--- config.mk ---
export PLATFORM = sky130hd
export DESIGN_NAME = bus_uart_tx
export DESIGN_NICKNAME = d
export VERILOG_FILES = /design/src/rtl/bus_uart_pkg.sv /design/src/rtl/bus_uart_tx_fifo.sv /design/src/rtl/bus_uart_tx.sv
export SDC_FILE = /design/constraint.sdc
export NUM_CORES = 1
export LEC_CHECK = 0
export BUFFER_PORTS_ARGS = -buffer_cell sky130_fd_sc_hd__buf_2
export CAP_MARGIN = 10
export CORE_MARGIN = 5
export CORE_UTILIZATION = 50
export CTS_CLUSTER_SIZE = 10
export DETAILED_ROUTE_END_ITERATION = 6
export GPL_TIMING_DRIVEN = 0
export PLACE_DENSITY = 0.69
export SLEW_MARGIN = 20
export SYNTH_ARGS = -nofsm -noshare
export SYNTH_HDL_FRONTEND = slang
export SYNTH_HIERARCHICAL = 1
export SYNTH_SLANG_ARGS = --single-unit
--- constraint.sdc ---
create_clock -name clk -period 10.05 [get_ports clk]
set_input_delay 1.5075 -clock clk [delete_from_list [all_inputs] [get_ports clk]]
set_output_delay 1.5075 -clock clk [all_outputs]
set_load 0.02 [all_outputs]
--- src/rtl/bus_uart_pkg.sv ---
// Shared definitions for the memory-mapped UART transmitter: register offsets,
// STATUS/CTRL bit positions and the serialiser state encoding.
package bus_uart_pkg;

  localparam logic [1:0] REG_DATA    = 2'd0;
  localparam logic [1:0] REG_STATUS  = 2'd1;
  localparam logic [1:0] REG_BAUDDIV = 2'd2;
  localparam logic [1:0] REG_CTRL    = 2'd3;

  localparam int ST_FULL      = 0;
  localparam int ST_EMPTY     = 1;
  localparam int ST_BUSY      = 2;
  localparam int ST_OVF       = 3;
  localparam int ST_COUNT_LSB = 8;

  localparam int CTRL_EN = 0;
  localparam int CTRL_IE = 1;

  typedef enum logic [1:0] {
    S_IDLE  = 2'd0,
    S_START = 2'd1,
    S_DATA  = 2'd2,
    S_STOP  = 2'd3
  } tx_state_t;

endpackage

--- src/rtl/bus_uart_tx_fifo.sv ---
// Synchronous TX FIFO; a push while full is accepted only when a pop frees a slot
// in the same cycle, otherwise the caller sees it dropped.
module tx_fifo #(
  parameter int DEPTH  = 8,
  parameter int DATA_W = 8
) (
  input  logic                     clk,
  input  logic                     rst_n,
  input  logic                     i_push,
  input  logic [DATA_W-1:0]        i_data,
  input  logic                     i_pop,
  output logic [DATA_W-1:0]        o_data,
  output logic                     o_full,
  output logic                     o_empty,
  output logic [$clog2(DEPTH):0]   o_count
);

  localparam int AW = $clog2(DEPTH);

  logic [DATA_W-1:0] r_mem [DEPTH];
  logic [AW-1:0]     r_wr;
  logic [AW-1:0]     r_rd;
  logic [AW:0]       r_count;
  logic              w_push;
  logic              w_pop;

  assign o_full  = (r_count == (AW+1)'(DEPTH));
  assign o_empty = (r_count == '0);
  assign o_count = r_count;
  assign o_data  = r_mem[r_rd];

  assign w_pop  = i_pop && !o_empty;
  assign w_push = i_push && (!o_full || w_pop);

  // Pointers are AW bits wide so they wrap naturally at a power-of-two depth.
  always_ff @(posedge clk or negedge rst_n) begin
    if (!rst_n) begin
      r_wr    <= '0;
      r_rd    <= '0;
      r_count <= '0;
    end else begin
      if (w_push) r_wr <= r_wr + 1'b1;
      if (w_pop)  r_rd <= r_rd + 1'b1;
      case ({w_push, w_pop})
        2'b10:   r_count <= r_count + 1'b1;
        2'b01:   r_count <= r_count - 1'b1;
        default: r_count <= r_count;
      endcase
    end
  end

  always_ff @(posedge clk) begin
    if (w_push) r_mem[r_wr] <= i_data;
  end

endmodule

--- src/rtl/bus_uart_tx.sv ---
// Bus-attached 8N1 UART transmitter: register file, bus decode, TX FIFO and a
// baud-timed serialiser with a level TX-done interrupt.
module bus_uart_tx
  import bus_uart_pkg::*;
#(
  parameter int FIFO_DEPTH = 8,
  parameter int DIV_RESET  = 868
) (
  input  logic        clk,
  input  logic        rst,
  input  logic        sel,
  input  logic        we,
  input  logic [2:0]  func3,
  input  logic [31:0] addr,
  input  logic [31:0] wData,
  output logic [31:0] rData,
  output logic        tx,
  output logic        irq
);

  localparam logic [15:0] DIV_INIT = 16'(DIV_RESET);

  logic [15:0]               r_div;
  logic                      r_en;
  logic                      r_ie;
  logic                      r_ovf;
  tx_state_t                 r_state;
  logic [15:0]               r_cnt;
  logic [15:0]               r_bitdiv;
  logic [7:0]                r_shift;
  logic [2:0]                r_bit;
  logic                      r_tx;
  logic                      r_irq;

  logic [1:0]                w_reg;
  logic                      w_wr;
  logic                      w_push;
  logic                      w_pop;
  logic                      w_full;
  logic                      w_empty;
  logic [7:0]                w_head;
  logic [$clog2(FIFO_DEPTH):0] w_count;
  logic                      w_bit_end;
  logic [31:0]               w_rdata;
  logic                      w_unused;

  assign w_reg     = addr[3:2];
  assign w_wr      = sel && we;
  assign w_push    = w_wr && (w_reg == REG_DATA);
  assign w_pop     = (r_state == S_IDLE) && r_en && !w_empty;
  assign w_bit_end = (r_cnt == r_bitdiv - 16'd1);
  assign w_unused  = &{1'b0, func3, addr[31:4], addr[1:0], wData[31:16]};

  tx_fifo #(.DEPTH(FIFO_DEPTH), .DATA_W(8)) u_fifo (
    .clk     (clk),
    .rst_n   (rst),
    .i_push  (w_push),
    .i_data  (wData[7:0]),
    .i_pop   (w_pop),
    .o_data  (w_head),
    .o_full  (w_full),
    .o_empty (w_empty),
    .o_count (w_count)
  );

  always_ff @(posedge clk or negedge rst) begin
    if (!rst) begin
      r_div <= DIV_INIT;
      r_en  <= 1'b0;
      r_ie  <= 1'b0;
      r_ovf <= 1'b0;
    end else begin
      // A full-FIFO push is only lost when the serialiser is not popping this cycle.
      if (w_push && w_full && !w_pop) r_ovf <= 1'b1;
      else if (w_wr && (w_reg == REG_STATUS) && wData[ST_OVF]) r_ovf <= 1'b0;
      if (w_wr && (w_reg == REG_BAUDDIV))
        r_div <= (wData[15:0] == 16'd0) ? 16'd1 : wData[15:0];
      if (w_wr && (w_reg == REG_CTRL)) begin
        r_en <= wData[CTRL_EN];
        r_ie <= wData[CTRL_IE];
      end
    end
  end

  always_ff @(posedge clk or negedge rst) begin
    if (!rst) begin
      r_state  <= S_IDLE;
      r_tx     <= 1'b1;
      r_cnt    <= '0;
      r_bitdiv <= DIV_INIT;
      r_shift  <= '0;
      r_bit    <= '0;
      r_irq    <= 1'b0;
    end else begin
      r_irq <= r_ie && w_empty && (r_state == S_IDLE);
      case (r_state)
        S_IDLE: begin
          if (w_pop) begin
            r_shift  <= w_head;
            r_bitdiv <= r_div;
            r_cnt    <= '0;
            r_tx     <= 1'b0;
            r_state  <= S_START;
          end
        end
        S_START: begin
          if (w_bit_end) begin
            r_cnt   <= '0;
            r_bit   <= '0;
            r_tx    <= r_shift[0];
            r_state <= S_DATA;
          end else begin
            r_cnt <= r_cnt + 16'd1;
          end
        end
        S_DATA: begin
          if (w_bit_end) begin
            r_cnt <= '0;
            if (r_bit == 3'd7) begin
              r_tx    <= 1'b1;
              r_state <= S_STOP;
            end else begin
              r_bit   <= r_bit + 3'd1;
              r_shift <= {1'b0, r_shift[7:1]};
              r_tx    <= r_shift[1];
            end
          end else begin
            r_cnt <= r_cnt + 16'd1;
          end
        end
        S_STOP: begin
          if (w_bit_end) begin
            r_cnt   <= '0;
            r_state <= S_IDLE;
          end else begin
            r_cnt <= r_cnt + 16'd1;
          end
        end
        default: r_state <= S_IDLE;
      endcase
    end
  end

  always_comb begin
    w_rdata = '0;
    if (sel) begin
      case (w_reg)
        REG_STATUS: begin
          w_rdata[ST_FULL]            = w_full;
          w_rdata[ST_EMPTY]           = w_empty;
          w_rdata[ST_BUSY]            = (r_state != S_IDLE);
          w_rdata[ST_OVF]             = r_ovf;
          w_rdata[ST_COUNT_LSB +: 8]  = 8'(w_count);
        end
        REG_BAUDDIV: w_rdata[15:0] = r_div;
        REG_CTRL: begin
          w_rdata[CTRL_EN] = r_en;
          w_rdata[CTRL_IE] = r_ie;
        end
        default: w_rdata = '0;
      endcase
    end
  end

  assign rData = w_rdata;
  assign tx    = r_tx;
  assign irq   = r_irq;

endmodule

==> results.py <==
metrics = {
    "logic_synthesis": {
        "synth_area_leaders": "edfxtp_1 26%, dfrtp_1 22%, mux2_2 6.2%",
        "synth-edff-count": 64,
        "synthArstFlopShare_pct": 54.3,
        "postSynthAreaPerCell_um2": 12.3,
        "synthCells": 591,
        "ys.warnings.count": 6,
        "yosysSeqAreaShare_pct": 52.9,
        "yosys.area.top_type": "edfxtp_1",
        "synth_seq_cells": 140,
        "yosysTopAreaCellShare_pct": 26.5,
        "syn-cell-area_mm2": 0.00726,
        "synth_ff_type": "dfrtp_1",
        "synth.distinct_cells": 74,
    },
    "global_route": {
        "grt_pass1_wl_mm": 24.8,
        "grt_use_total_pct": 19.0,
        "first_global_vias": 4770,
        "overflow": 0,
        "grt_max_degree": 49,
        "antenna_found_initial": 0,
    },
    "sta": {
        "tightest_slew_ns": 0.872,
        "fin_crit_sh_pct": 45.1,
        "worst_slew_margin_rel_pct": 41.9,
        "rsz0062_at_grt": "false",
        "setup_tns_ns": 0,
        "setup_violations": 0,
        "fmax_mhz": 221,
        "hold_viol_final": 0,
        "clock_skew_ns": 0.00914,
        "drv_slew": 0,
        "min_period_ns": 4.53,
        "holdWs_ns": 0.507,
    },
    "finish": {
        "drive_above_1_share_pct": 27.1,
        "nNetsFinal": 756,
        "layout_commonest_cell": "dfrtp_1",
        "diodes": 0,
        "final_cell_mix": "65 x dfrtp_1, 64 x edfxtp_1, 47 x nor2_1",
        "syn_to_final_growth_pct": 16.1,
    },
    "pwr": {
        "leakagePower_nw": 3.40,
        "power_frac_comb_pct": 34.7,
        "ir_drop_uv": 221,
        "power.internal_mw": 1.46,
        "p_switching_uw": 809,
        "clockPowerShare_pct": 28.6,
        "p_sw_share_pct": 35.6,
        "p_per_area_mw_per_mm2": 269,
        "p_seq_share_pct": 36.8,
    },
    "route": {
        "wl_per_cell_um": 17.7,
        "dr.pass1.iters": 5,
        "vias": 4836,
        "drt-initial-drc-count": 329,
        "ant_nets": 0,
        "via_per_inst": 5.60,
        "routed_wl_mm": 15.3,
        "drc": 0,
    },
    "setup_path": {
        "cp.arrival_ns": 3.02,
        "cp_slowest_cell": "clkbuf_1",
        "path_class": "input port to output port",
        "crit_chain": "buf_2 -> inv_1 -> ha_1 -> clkbuf_1 -> clkbuf_1 -> a22oi_1 -> nor2_1 -> buf_2",
        "critPathLaunchType": "input port",
        "required_ns": 8.54,
        "critical_path.endpoint_type": "output port",
        "slowest_delay_ns": 0.37,
        "cp_max_fo": 10,
    },
    "clock_network": {
        "cts_hold_buf": 0,
        "cts_setup_buffers": 0,
        "cts_root_buf": "clkbuf_16",
        "cts.repair.resized": 0,
        "cts_made_buffers": 17,
        "clkLatencyLatePin_ns": 0.42,
        "cts_tree": "built",
        "cts.clk_slew.worst_paths_ns": 0.06,
        "clockBufferDepth": 2,
        "numClockSinks": 140,
        "cts.htree.levels": 4,
    },
    "placement": {
        "globalplace.congestion": 0.844,
        "port_buffers": 39,
        "hpwlAfterDp_mm": 11.0,
    },
    "run": {
        "max_cap_violations": 0,
    },
    "floorplan": {
        "die_x_um": 131,
        "core_area_mm2": 0.0144,
        "die-height_um": 131,
        "ios": 105,
        "start_util_pct": 50.5,
        "rows": 44,
        "die_area_mm2": 0.0170,
    },
    "outcome": {
        "outcome": "complete, no violations",
    },
    "min_path": {
        "hp-class": "flip-flop to flip-flop",
    },
}
==> worst max-delay path: cells and delay by family <==
family | cells | cell delay (ns)
buf+inv | 5 | 1.07
fa+ha+maj | 1 | 0.16
simple gates | 1 | 0.15
compound gates | 1 | 0.14
==> cell type report <==
| class | count | area [µm²] |
|---|---|---|
| repair buffers | 41 | 233 |
| inverters | 20 | 75.1 |
| well taps | 184 | 230 |
| clock buffers | 17 | 425 |
| flip-flops and latches | 140 | 3840 |
| multi-input cells | 405 | 3180 |
| plain buffers | 41 | 254 |
| clock inverters | 15 | 199 |
| fillers | 1139 | 5940 |
==> power groups by stage <==
| stage | Clock [mW] | Sequential [mW] | Combinational (mW) |
|---|---|---|---|
| floorplan | 0 | 0.808 | 0.620 |
| global placement | 0 | 0.835 | 0.757 |
| detailed placement | 0 | 0.843 | 0.787 |
| CTS | 0.662 | 0.833 | 0.792 |
| global route | 0.689 | 0.852 | 0.866 |
| finish | 0.649 | 0.835 | 0.787 |
==> logic make-up (layout without fill, tap and decap cells) <==
logic type	after synthesis	count (layout)	synth area share [%]
simple gates	192	192	14.2
flops	140	140	52.9
compound gates	79	79	8.13
mux	63	63	12.5
buf+inv	61	134	4.53
xor+xnor	36	36	4.34
fa+ha+maj	19	19	3.38
other cells	1	16	0.0516
==> final timing paths <==
check | from | to | slack (ns) | depth (start not counted)
hold reg to reg | r_ovf | r_ovf | 0.51 | 1
min in group asynchronous | rst | r_cnt[12] | 1.02 | 1
setup reg to reg | u_fifo/o_count[2] | u_fifo/o_count[3] | 5.97 | 15
setup / recovery | addr[2] | rData[2] | 5.52 | 8
max in group asynchronous | rst | r_div[2] | 8.40 | 2
hold / removal | r_ovf | r_ovf | 0.51 | 1
==> synth_stat cells (all sizes together) (8+ instances only) <==
| cell | n |
|---|---|
| a21oi | 18 |
| and3 | 15 |
| dfrtp | 65 |
| inv | 20 |
| nand2 | 35 |
| nand2b | 9 |
| mux4 | 16 |
| edfxtp | 64 |
| nor4 | 9 |
| mux2 | 42 |
| dfstp | 11 |
| buf | 24 |
| nand3 | 13 |
| xor2 | 14 |
| clkbuf | 17 |
| nor2b | 14 |
| nor3 | 13 |
| nor2 | 47 |
| ha | 18 |
| xnor2 | 22 |
| o21ai | 17 |
| nand4 | 8 |
==> sequential cells by signal, summed over array words and instances (netlist names) <==
signal / count
irq: 1
u_fifo/r_rd: 3
r_cnt: 16
u_fifo/r_wr: 3
r_bit: 3
u_fifo/o_count: 4
r_div: 16
r_en: 1
tx: 1
r_bitdiv: 16
u_fifo/r_mem: 64
r_ie: 1
r_shift: 8
r_ovf: 1
r_state: 2
==> metal layers <==
metal	track usage [%]	vias to the layer above	part of all wire, %
met1	25.7	2377	45
met3	3.94	17	4.3
met2	31.0	139	49
met5	0	-	0
met4	5.81	0	1.2
li1	-	2303	-
==> through the flow <==
stage                     instances  setup WS [ns]  cell area (µm²)  total power, mW  utilization, %
after floorplan                 606           5.97             7320             1.43               -
after detailed placement        831           5.57             7810             1.63            54.3
after global placement          829           5.61             7740             1.59            53.9
final                           863           5.52             8430             2.27            58.7
after CTS                       863           5.54             8430             2.29            58.7
after global routing            863           5.42             8430             2.41            58.7
(Power assumes the default switching activity.)
